--- src/rtl/fetch_stage_pkg.sv ---
`default_nettype none
// ============================================================================
//  Module      : fetch_stage_pkg
//  Description : Shared definitions for the MIPS instruction-fetch stage:
//                opcode constants, default widths, the NOP encoding, the
//                next-PC source enumeration and an immediate sign-extender.
//  Revision    : 1.0 - initial release
// ============================================================================
package fetch_stage_pkg;

    // Primary opcodes (instr[31:26]) of the control-flow instructions that
    // the execute stage resolves and feeds back into fetch.
    localparam logic [5:0]  c_OP_BEQ        = 6'h04;
    localparam logic [5:0]  c_OP_BNE        = 6'h05;
    localparam logic [5:0]  c_OP_J          = 6'h02;

    localparam int          c_INSTR_W_DFLT  = 32;
    localparam logic [31:0] c_NOP           = 32'h0000_0000;

    // Source selected for the next PC value.
    typedef enum logic [1:0] {
        SEL_SEQ  = 2'd0,
        SEL_HOLD = 2'd1,
        SEL_BR   = 2'd2,
        SEL_JUMP = 2'd3
    } pc_sel_e;

    // 16-bit branch immediate sign-extended to 32 bits.
    function automatic logic [31:0] sext16(input logic [15:0] v);
        return {{16{v[15]}}, v};
    endfunction

endpackage
`default_nettype wire

--- src/rtl/fetch_stage_next_pc_sel.sv ---
`default_nettype none
// ============================================================================
//  Module      : next_pc_sel
//  Description : Combinational next-PC computation for the fetch stage.
//                Resolves taken branches / jumps from EX and applies the
//                priority redirect > stall > sequential advance.
//  Ports       : pc            current PC
//                stall         hold request from decode
//                ex_*          branch/jump resolution of the EX instruction
//                pc_plus       pc + PC_INC (wraps modulo 2^ADDR_W)
//                next_pc       value the PC register loads on the next edge
//                redirect      taken branch or jump this cycle
//  Revision    : 1.0 - initial release
// ============================================================================
module next_pc_sel
    import fetch_stage_pkg::*;
#(
    parameter int ADDR_W = 8,
    parameter int PC_INC = 1
) (
    input  logic [ADDR_W-1:0] pc,
    input  logic              stall,
    input  logic              ex_branch_eq,
    input  logic              ex_branch_ne,
    input  logic              ex_zero,
    input  logic [ADDR_W-1:0] ex_pc_plus,
    input  logic [15:0]       ex_imm,
    input  logic              ex_jump,
    input  logic [25:0]       ex_jump_target,
    output logic [ADDR_W-1:0] pc_plus,
    output logic [ADDR_W-1:0] next_pc,
    output logic              redirect
);

    logic          w_taken_br;
    logic [31:0]   w_br_sum;
    pc_sel_e       w_sel;
    logic          w_unused_bits;

    // Addition done at 32 bits, then truncated: gives the modulo-2^ADDR_W
    // wrap for both forward and backward (negative immediate) branches.
    assign w_br_sum      = {{(32-ADDR_W){1'b0}}, ex_pc_plus} + sext16(ex_imm);
    assign w_unused_bits = ^{ex_jump_target, w_br_sum};

    assign pc_plus    = pc + ADDR_W'(PC_INC);
    // BNE is taken when the ALU result is non-zero.
    assign w_taken_br = (ex_branch_eq & ex_zero) | (ex_branch_ne & ~ex_zero);
    assign redirect   = w_taken_br | ex_jump;

    always_comb begin
        w_sel = SEL_SEQ;
        if (ex_jump) begin
            w_sel = SEL_JUMP;       // jump wins over a simultaneous branch
        end else if (w_taken_br) begin
            w_sel = SEL_BR;
        end else if (stall) begin
            w_sel = SEL_HOLD;
        end
    end

    always_comb begin
        next_pc = pc_plus;
        case (w_sel)
            SEL_JUMP: next_pc = ex_jump_target[ADDR_W-1:0];
            SEL_BR:   next_pc = w_br_sum[ADDR_W-1:0];
            SEL_HOLD: next_pc = pc;
            default:  next_pc = pc_plus;
        endcase
    end

endmodule
`default_nettype wire

--- src/rtl/fetch_stage.sv ---
`default_nettype none
// ============================================================================
//  Module      : fetch_stage
//  Description : MIPS instruction-fetch stage. Owns the PC register, the
//                IF/ID pipeline register (valid / stall / flush) and a
//                saturating counter of control-flow redirects.
//  Ports       : clk, rst             clock, synchronous active-high reset
//                stall                hold PC and IF/ID
//                imem_addr/imem_rdata combinational instruction memory port
//                ex_*                 branch/jump resolution from EX
//                ifid_*               registered instruction to decode
//                redirect             combinational taken branch / jump
//                redirect_cnt         saturating redirect count
//  Revision    : 1.0 - initial release
// ============================================================================
module fetch_stage
    import fetch_stage_pkg::*;
#(
    parameter int ADDR_W   = 8,
    parameter int INSTR_W  = c_INSTR_W_DFLT,
    parameter int PC_INC   = 1,
    parameter int RESET_PC = 0,
    parameter int CNT_W    = 16
) (
    input  logic               clk,
    input  logic               rst,
    input  logic               stall,
    output logic [ADDR_W-1:0]  imem_addr,
    input  logic [INSTR_W-1:0] imem_rdata,
    input  logic               ex_branch_eq,
    input  logic               ex_branch_ne,
    input  logic               ex_zero,
    input  logic [ADDR_W-1:0]  ex_pc_plus,
    input  logic [15:0]        ex_imm,
    input  logic               ex_jump,
    input  logic [25:0]        ex_jump_target,
    output logic [INSTR_W-1:0] ifid_instr,
    output logic [ADDR_W-1:0]  ifid_pc_plus,
    output logic               ifid_valid,
    output logic               redirect,
    output logic [CNT_W-1:0]   redirect_cnt
);

    logic [ADDR_W-1:0]  r_pc;
    logic [INSTR_W-1:0] r_ifid_instr;
    logic [ADDR_W-1:0]  r_ifid_pc_plus;
    logic               r_ifid_valid;
    logic [CNT_W-1:0]   r_redirect_cnt;

    logic [ADDR_W-1:0]  w_next_pc;
    logic [ADDR_W-1:0]  w_pc_plus;
    logic               w_redirect;

    next_pc_sel #(
        .ADDR_W (ADDR_W),
        .PC_INC (PC_INC)
    ) u_next_pc_sel (
        .pc             (r_pc),
        .stall          (stall),
        .ex_branch_eq   (ex_branch_eq),
        .ex_branch_ne   (ex_branch_ne),
        .ex_zero        (ex_zero),
        .ex_pc_plus     (ex_pc_plus),
        .ex_imm         (ex_imm),
        .ex_jump        (ex_jump),
        .ex_jump_target (ex_jump_target),
        .pc_plus        (w_pc_plus),
        .next_pc        (w_next_pc),
        .redirect       (w_redirect)
    );

    // PC: the selector already folds redirect > stall > advance into next_pc.
    always_ff @(posedge clk) begin
        if (rst) begin
            r_pc <= ADDR_W'(RESET_PC);
        end else begin
            r_pc <= w_next_pc;
        end
    end

    // IF/ID register. A redirect flushes the younger instruction even while
    // stalled; ifid_pc_plus is left as-is since a bubble carries no PC.
    always_ff @(posedge clk) begin
        if (rst) begin
            r_ifid_instr   <= INSTR_W'(c_NOP);
            r_ifid_pc_plus <= '0;
            r_ifid_valid   <= 1'b0;
        end else if (w_redirect) begin
            r_ifid_instr   <= INSTR_W'(c_NOP);
            r_ifid_valid   <= 1'b0;
        end else if (!stall) begin
            r_ifid_instr   <= imem_rdata;
            r_ifid_pc_plus <= w_pc_plus;
            r_ifid_valid   <= 1'b1;
        end
    end

    // Saturating redirect counter.
    always_ff @(posedge clk) begin
        if (rst) begin
            r_redirect_cnt <= '0;
        end else if (w_redirect && (r_redirect_cnt != {CNT_W{1'b1}})) begin
            r_redirect_cnt <= r_redirect_cnt + 1'b1;
        end
    end

    assign imem_addr    = r_pc;
    assign redirect     = w_redirect;
    assign ifid_instr   = r_ifid_instr;
    assign ifid_pc_plus = r_ifid_pc_plus;
    assign ifid_valid   = r_ifid_valid;
    assign redirect_cnt = r_redirect_cnt;

endmodule
`default_nettype wire
--- config.mk ---
export PLATFORM = sky130hd
export DESIGN_NAME = fetch_stage
export DESIGN_NICKNAME = d
export VERILOG_FILES = /design/src/rtl/fetch_stage_pkg.sv /design/src/rtl/fetch_stage_next_pc_sel.sv /design/src/rtl/fetch_stage.sv
export SDC_FILE = /design/constraint.sdc
export NUM_CORES = 1
export LEC_CHECK = 0
export ABC_CLOCK_PERIOD_IN_PS = 4500
export CAP_MARGIN = 20
export CELL_PAD_IN_SITES_DETAIL_PLACEMENT = 1
export CELL_PAD_IN_SITES_GLOBAL_PLACEMENT = 1
export CORE_UTILIZATION = 31
export DETAILED_ROUTE_END_ITERATION = 8
export GPL_ROUTABILITY_DRIVEN = 0
export GPL_TIMING_DRIVEN = 0
export PLACE_DENSITY = 0.87
export RECOVER_POWER = 50
export REMOVE_ABC_BUFFERS = 1
export SLEW_MARGIN = 20
export SYNTH_ARGS = -nofsm -noshare
export SYNTH_HDL_FRONTEND = slang
export SYNTH_HIERARCHICAL = 1
export SYNTH_SLANG_ARGS = --single-unit
--- constraint.sdc ---
create_clock -name clk -period 4.5 [get_ports clk]
set_clock_uncertainty 0.1 [all_clocks]
set_input_delay 0.9 -clock clk [delete_from_list [all_inputs] [get_ports clk]]
set_output_delay 0.9 -clock clk [all_outputs]
set_load 0.02 [all_outputs]
======== Yosys cells after proc, flatten, opt, wreduce, memory -nomap -nowiden ========
Cells that the tools add are included.
word-level totals
  flip-flop bits (word level) ............. 65
  input bits .............................. 89
  word-level logic and storage cells ...... 26
  output and inout port bits .............. 66
cells by class
  add/sub/neg operators ................... 3
  eq/ne operators ......................... 4
  bitwise logic cells ..................... 7
  reduce and logical (&&, ||, !) cells .... 3
  muxes and demuxes ....................... 4
operators by type and width
  kind                                                                    count
  8-bit case mux with 3 select lines                                      1
  16-bit by 1-bit adder with 16-bit output (second input constant)        1
  16-bit inequality test (second input constant)                          1
  8-bit by 1-bit adder with 8-bit output (second input constant)          1
  8-bit adder                                                             1
  2-bit equality test (second input constant)                             2
  2-bit two-way mux                                                       2
  1-bit inverter                                                          3
  1-bit bitwise AND                                                       2
  2-bit by 1-bit equality test with 1-bit output (second input constant)  1
  1-bit OR                                                                2
  2-bit AND reduction                                                     1
  2-bit OR reduction                                                      1
  1-bit logical AND                                                       1
  1-bit two-way mux                                                       1

======== Longest topological paths before layout ========
  word-level depth ........................ 7
  mapped depth ............................ 8

======== Hierarchy ========
Netlist, hierarchy kept.
by module, submodules not included
  module       seq. area each (µm²)  area each (µm²)  cells an instance  times used
  fetch_stage  1301.2                2457.4           255                1
  next_pc_sel  0.0                   681.9            95                 1

======== Least setup slack after synthesis ========
OpenSTA, ideal clock, no wires.
  path kind ............................... input -> register
  from .................................... input port ex_jump
  to ...................................... register r_redirect_cnt[9] (netlist: redirect_cnt[9])
  setup time .............................. 121 ps
  data arrival time ....................... 2746 ps
  path slack .............................. 1533 ps
  cell stages on the path ................. 8
  cell sequence ........................... buf_2 -> clkinv_1 -> nand2_1 -> nand3_1 -> or2_2 -> clkbuf_1 -> nor4b_1 -> mux2_2
on the way
  cells in the longest elaborated chain, start to end .. 2
RTL lines
  item                  RTL line                       text
  from (decl)           fetch_stage.sv:35              input logic ex_jump,
  1-bit OR              fetch_stage_next_pc_sel.sv:48  assign redirect = w_taken_br | ex_jump;
  via redirect          fetch_stage.sv:40              output logic redirect,
  1-bit logical AND     fetch_stage.sv:102             end else if (w_redirect && (r_redirect_cnt != {CNT_W{1'b1}})) begin
  to (signal assigned)  fetch_stage.sv:103             r_redirect_cnt <= r_redirect_cnt + 1'b1;
  to (decl)             fetch_stage.sv:48              logic [CNT_W-1:0] r_redirect_cnt;
The timed path passes the listed nets, and every way through them passes these cells.
A chain may end at the register's enable or synchronous reset.

======== Worst setup path in the final report ========
  from .................................... input port ex_jump
  to ...................................... output port redirect
on the way
  cells in the longest elaborated chain, start to end .. 1
RTL lines
  item       RTL line
  1-bit OR   fetch_stage_next_pc_sel.sv:48
  to (decl)  fetch_stage.sv:40
Every way passes these cells.

==> impl_metrics.json <==
{
  "placeableCoreArea_sq_mm": 0.00977,
  "synth-compound-area-share": 0.148,
  "synth_seq_cells": 65,
  "critPathBufInv": 3,
  "slowest_stage": "sky130_fd_sc_hd__clkdlybuf4s50_1",
  "die_h_um": 103,
  "dieWidth_um": 103,
  "final.min_clock_period_ps": 4150,
  "startpoint_type": "input port",
  "yosys.area.top_type_share": 0.415,
  "first_global_vias": 3194,
  "synth.top_cells.by_area": "sky130_fd_sc_hd__dfxtp_1 (41%), sky130_fd_sc_hd__mux2i_1 (11%), sky130_fd_sc_hd__nor2_1 (5.9%)",
  "setup.worst_path.end_class": "primary output",
  "wl_per_cell_um": 15.3,
  "syn_avg_cell_area_sq_um": 8.97,
  "power_density_mw_per_mm2": 281,
  "yosys_most_used_dff": "sky130_fd_sc_hd__dfxtp_1",
  "finalCritPeriodShare": 0.923,
  "cts_buffers": 9,
  "synth-seq-area-share": 0.415,
  "rsz_0062_raised_after_global_routing": "false",
  "initial_utilization": 0.321,
  "maxSlewViolCount": 0,
  "drt-pass1-iter-count": 6,
  "numClockSinks": 65,
  "clock_edge_transition_at_the_registers_on_the_reported_setup_and_hold_paths_ps": 70,
  "synth_edf_count": 0,
  "initial_antenna_violation_count": 0,
  "cts-hold-fix-buffers": 0,
  "netlist_area_pre_place_sq_mm": 0.00314,
  "detail_route.wirelength_um": 9290,
  "drc": 0,
  "worst_slew_pin_slew_ps": 961,
  "number_of_buffers_inserted_by_port_buffering": 128,
  "clockRootBuffer": "sky130_fd_sc_hd__clkbuf_8",
  "holdCritPathClass": "reg -> reg",
  "finish.instance_area_sq_mm": 0.00468,
  "largest_net_degree_at_the_start_of_global_routing": 52,
  "ant_nets": 0,
  "area_growth_syn_to_layout_pct": 49.1,
  "1st_iter_drt_viols": 55,
  "synth_adder_area_share": 0.0422,
  "layout.nets": 570,
  "ys_types": 49,
  "critPathTopFamily": "buffers and inverters",
  "synth-simple-area-share": 0.200,
  "cp.required_ps": 3500,
  "groute.layer.met3.usage": 0.0597,
  "synth_top_family_by_area": "simple AND/OR/NAND/NOR gates",
  "yosysWarningCount": 6,
  "fillerInstances": 1142,
  "gr-total-overflow": 0,
  "busiest_layer": "met2",
  "clockBufferDepth": 2,
  "relative_slew_slack": 0.353,
  "cts_htree_levels": 3,
  "crit_path_top_cell_by_count": "sky130_fd_sc_hd__clkdlybuf4s50_1",
  "grt_first_pass_wirelength_um": 15100,
  "synth.mux.area_fraction": 0.132,
  "die_outline_area_sq_mm": 0.0105,
  "max_clock_freq_ghz": 0.241,
  "gr-usage-met2": 0.305,
  "delay_of_the_slowest_cell_on_the_worst_path_ps": 760,
  "vias_per_cell": 5.10,
  "vias": 3107,
  "highest_net_fanout_along_the_worst_path": 17,
  "n_antenna_cell": 0,
  "grt_util_all_layers": 0.183,
  "synthCells": 350,
  "arrival_ps": 3150,
  "hold_viol": 0,
  "rows": 36,
  "max_cap_viol_count": 0,
  "synthXorXnorAreaFrac": 0.0335,
  "num_io_pins": 155,
  "fin_tns_setup_ps": 0,
  "use_met1": 0.220,
  "clock_latency_ps": 320,
  "place.detailed.hpwl_um": 6820,
  "total_power_mw": 1.32,
  "crit_type": "in -> out",
  "cp_cell_sequence": "clkdlybuf4s50_1, clkinv_1, nand2_2, clkdlybuf4s50_1",
  "outcome": "completed",
  "layout-drive-gt1-share": 0.0651,
  "power_leakage_nw": 1.93,
  "postPlaceCellArea_sq_mm": 0.00450,
  "setup_viol_count_final": 0,
  "synth.largest_area_cell": "sky130_fd_sc_hd__dfxtp_1",
  "postSynth.asyncResetShare": 0,
  "vdd_ir_drop_max_mv": 0.116,
  "tritoncts": "yes"
}
final timing paths:
path                         from              end  depth (start not counted)  slack (ps)
hold / removal         ifid_valid       ifid_valid                          2         350
setup reg to reg  redirect_cnt[5]  redirect_cnt[3]                          4        2230
hold reg to reg        ifid_valid       ifid_valid                          2         350
setup / recovery          ex_jump         redirect                          4         350
synthesized netlist by cell type, types with 4 or more instances:
cell type / count
sky130_fd_sc_hd__nand2_1: 21
sky130_fd_sc_hd__mux2i_1: 35
sky130_fd_sc_hd__and3_1: 6
sky130_fd_sc_hd__or3_1: 6
sky130_fd_sc_hd__o21ai_1: 5
sky130_fd_sc_hd__a21o_1: 4
sky130_fd_sc_hd__dfxtp_1: 65
sky130_fd_sc_hd__clkbuf_1: 14
sky130_fd_sc_hd__ha_1: 9
sky130_fd_sc_hd__inv_1: 4
sky130_fd_sc_hd__nor2_1: 49
sky130_fd_sc_hd__nand3_1: 8
sky130_fd_sc_hd__o31ai_1: 5
sky130_fd_sc_hd__nor2b_1: 11
sky130_fd_sc_hd__a21oi_1: 26
sky130_fd_sc_hd__xor2_1: 4
sky130_fd_sc_hd__xnor2_1: 8
sky130_fd_sc_hd__nor3_1: 5
sky130_fd_sc_hd__o21ai_0: 17
metrics by stage:
stage	util	hold slack, ps	instances	worst slack (ps)
2_1_floorplan	-	426	332	1690
3_3_place_gp	0.461	337	593	224
3_5_place_dp	0.461	343	593	143
4_1_cts	0.479	357	609	150
5_1_grt	0.479	388	609	154
6_report	0.479	351	609	346
routing by layer:
metal	routed length, um	up-vias
met3	640	15
met2	4460	95
li1	-	1498
met4	169	0
met5	0	-
met1	4020	1499
cell type report:
class | count | area, sq um | share of cell area
multi-input combinational | 262 | 1740 | 0.372
sequential | 65 | 1300 | 0.278
timing repair buffer | 128 | 1270 | 0.272
tap | 133 | 166 | 0.0355
clock buffer | 10 | 138 | 0.0294
clock inverter | 6 | 43.8 | 0.00935
inverter | 5 | 18.8 | 0.00401
registers in the layout, summed over array words and instances, names as in the netlist:
name,flops
ifid_instr,32
ifid_valid,1
redirect_cnt,16
imem_addr,8
ifid_pc_plus,8
worst min-delay path, cell delays in order (launching register included):
cell and delay, ps:
sky130_fd_sc_hd__dfxtp_1 310, sky130_fd_sc_hd__inv_1 50, sky130_fd_sc_hd__a21oi_1 50
report_power, final:
group          internal [mW]  switching (mW)  total [mW]
combinational          0.130           0.120       0.251
clock                  0.215           0.237       0.451
sequential             0.593          0.0200       0.613
total                  0.938           0.377        1.32
cell usage in the layout, fill, tap and decap left out, drive strengths merged, types with 4 or more instances in the layout:
cell type and count:
a21o 4, a21oi 26, and3 6, clkbuf 10
clkdlybuf4s50 62, clkinvlp 4, dfxtp 65, dlygate4sd3 64
ha 9, inv 4, mux2 4, mux2i 36
nand2 21, nand3 9, nand4 4, nor2 49
nor2b 11, nor3 5, o21ai 22, o31ai 5
or3 6, xnor2 8, xor2 4
cells by family (layout without fill, tap and decap cells):
kind of cell / count (synthesis) / after routing
adder cells (fa/ha/maj): 10 / 10
AND/OR/NAND/NOR: 125 / 125
buffers and inverters: 23 / 149
AO/OA/AOI/OAI: 75 / 75
multiplexers: 40 / 40
flip-flops: 65 / 65
XOR/XNOR: 12 / 12
what timing repair did:
item / in CTS / in global routing
resized for setup: 0 / 1
endpoints found under the setup margin: 0 / 1
setup buffers: 0 / 0
No activity file was read; power rests on OpenSTA's default activity.
==> edit, RTL diff (same flow settings) <==
Set the parameter `CNT_W` to 20 (it was 16).
--- a/src/rtl/fetch_stage.sv
+++ b/src/rtl/fetch_stage.sv
@@ -20,7 +20,7 @@
     parameter int INSTR_W  = c_INSTR_W_DFLT,
     parameter int PC_INC   = 1,
     parameter int RESET_PC = 0,
-    parameter int CNT_W    = 16
+    parameter int CNT_W    = 20
 ) (
     input  logic               clk,
     input  logic               rst,
Ports: changed (resized redirect_cnt); port bits go from 155 to 159. The function was not compared with the original's and may differ.
==> edit against the unedited design <==
  * Setup slack got worse by 0.028 ns
  * Highest routed layer unchanged
  * Synthesized area rose by 6.3%
  * Design area rose by 5.4%
  * Count of clock-buffer cells in the layout rose by 1
  * Sequential cell count rose by 4
  * Non-clock buffer count rose by 4
  * Wire length rose by 6.2%
  * Largest power group unchanged
  * Power rose by 7.0%
==> edit: results (changes against the unedited design) <==
** Run status
- Status :: complete, no violations

** Worst setup path
- Critical path data arrival time :: 3.18 ns (+0.03 ns)
- The maximum fanout count along the critical path came to 18 (+1).
- The peak per-stage delay on the critical path is 0.74 ns (-0.02 ns).
- FF-to-FF Start :: redirect_cnt[0]
- Endpoint of the most critical register-to-register path :: redirect_cnt[19]
- FF-to-FF setup slack :: 2.27 ns (+0.04 ns)
- Worst r2r path cells :: 6 (+2)

** Power and ir drop
- The power density over cell area is 285 nW/µm² (+1.5%).
- The static leakage came to 2.07 nW (+7.3%).

** Timing
- The worst hold slack across all endpoints came to 0.347 ns (-0.00417 ns).
- Worst relative slew slack :: 50.0% (+15 points)

** Drt
- The total length of routed wires was 9.87 mm (+6.2%).
- Via count :: 3,231 (+4.0%)
- DRC marker count from the first detailed-route iteration :: 63 (+15%)
- Number of detailed-route iterations in the first pass :: 4 (-2)

** Layout
- The count of non-filler cells in the finished layout came to 639 (+4.9%).
- The share of layout cells above drive strength 1 came to 5.57% (-0.95 points).
- The number of nets in the layout was 598 (+4.9%).
- Number of fill cells in the layout :: 1,222 (+7.0%)

** Global route
- The combined global-route utilization of all metal layers came to 18.3% (-0.021 points).
- Wire length of the first global-routing pass :: 16.2 mm (+7.3%)
- The number of global-route vias before repair is 3,398 (+6.4%).

** Logic synthesis
- The commonest cells after synthesis are sky130_fd_sc_hd__dfxtp_1 (69), sky130_fd_sc_hd__nor2_1 (53), sky130_fd_sc_hd__mux2i_1 (34).
- Synthesized area divided by synthesized cell count :: 8.94 µm² (-0.29%)
- The number of library cell types mapped by synthesis is 46 (-6.1%).
- Yosys attributes the largest share of cell area to sky130_fd_sc_hd__dfxtp_1 (41%), sky130_fd_sc_hd__mux2i_1 (10%), sky130_fd_sc_hd__nor2_1 (6.0%).
- Sequential cell area fraction in the yosys report :: 41.4% (about the same)

** Place
- The count of port buffers added during placement came to 132 (+3.1%).
- The placed cell area was 4750 µm² (+5.4%).
- The half-perimeter wire length of the detailed placement result was 7.23 mm (+6.0%).
- Placed Instances :: 624 (+5.2%)

** CTS
- The clock insertion delay at the later pin of the skew report came to 0.34 ns (+0.02 ns).

** Min path
- The path class of the tightest hold or removal check is reg -> reg.
==> edit: changes by cell type after synthesis, moves of 2 or more <==
| cell | before | now |
|---|---|---|
| sky130_fd_sc_hd__nor2_1 | 49 | 53 |
| sky130_fd_sc_hd__nand4_1 | 3 | 5 |
| sky130_fd_sc_hd__dfxtp_1 | 65 | 69 |
| sky130_fd_sc_hd__xnor2_1 | 8 | 15 |
| sky130_fd_sc_hd__and4_1 | 0 | 4 |
| sky130_fd_sc_hd__o41ai_1 | 3 | 0 |
| sky130_fd_sc_hd__nand2_1 | 21 | 23 |
| sky130_fd_sc_hd__nand3_1 | 8 | 12 |
==> edit: worst min-delay path by stage <==
| stage | start | endpoint | cells after the start |
|---|---|---|---|
| 2_1_floorplan | ifid_valid | ifid_valid | 2 |
| 3_3_place_gp | ifid_valid | ifid_valid | 2 |
| 3_5_place_dp | ifid_valid | ifid_valid | 2 |
| 4_1_cts | ifid_valid | ifid_valid | 2 |
| 5_1_grt | ifid_valid | ifid_valid | 2 |
| 6_report | ifid_valid | ifid_valid | 2 |
==> edit: repair_timing <==
| action | CTS | global route |
|---|---|---|
| gates resized for setup | 0 | 1 |
| endpoints found under the setup margin | 0 | 1 |
| hold buffers | 0 | 0 |
==> edit: kinds of logic (layout without fill, tap and decap cells) <==
| group | count (synthesis) | count (layout) | share of synthesized area (%) |
|---|---|---|---|
| simple gates | 140 | 140 | 20.7 |
| fa+ha+maj | 10 | 10 | 3.98 |
| buf+inv | 22 | 152 | 2.74 |
| flops | 69 | 69 | 41.4 |
| mux | 39 | 39 | 12.1 |
| compound gates | 73 | 73 | 13.8 |
| xor+xnor | 20 | 20 | 5.25 |
==> edit: worst reg2reg max path: cells and delay by family (launching register included) <==
| kind | cells | cell delay (ns) |
|---|---|---|
| fa+ha+maj | 1 | 0.22 |
| flops | 1 | 0.39 |
| mux | 1 | 0.27 |
| simple gates | 4 | 1.14 |
==> edit: area by class of cell <==
type                       count  area share (%)
clock buffer                  11            2.86
clock inverter                 4           0.989
inverter                       5           0.380
multi-input combinational    282            37.7
sequential                    69            28.0
tap                          136            3.45
timing repair buffer         132            26.6
==> edit: report_power, final <==
| part | switching, mW | total (mW) | internal (mW) |
|---|---|---|---|
| clock network | 0.242 | 0.510 | 0.268 |
| registers | 0.0177 | 0.646 | 0.629 |
| logic | 0.121 | 0.252 | 0.131 |
| total | 0.380 | 1.41 | 1.03 |
==> edit: layer usage <==
metal  vias up  track usage [%]  routed length, µm
li1       1576                -                  -
met1      1549             20.9               4210
met2        94             31.4               4830
met3        12             5.57                659
met4         0             7.94                166
met5         -                0                  0
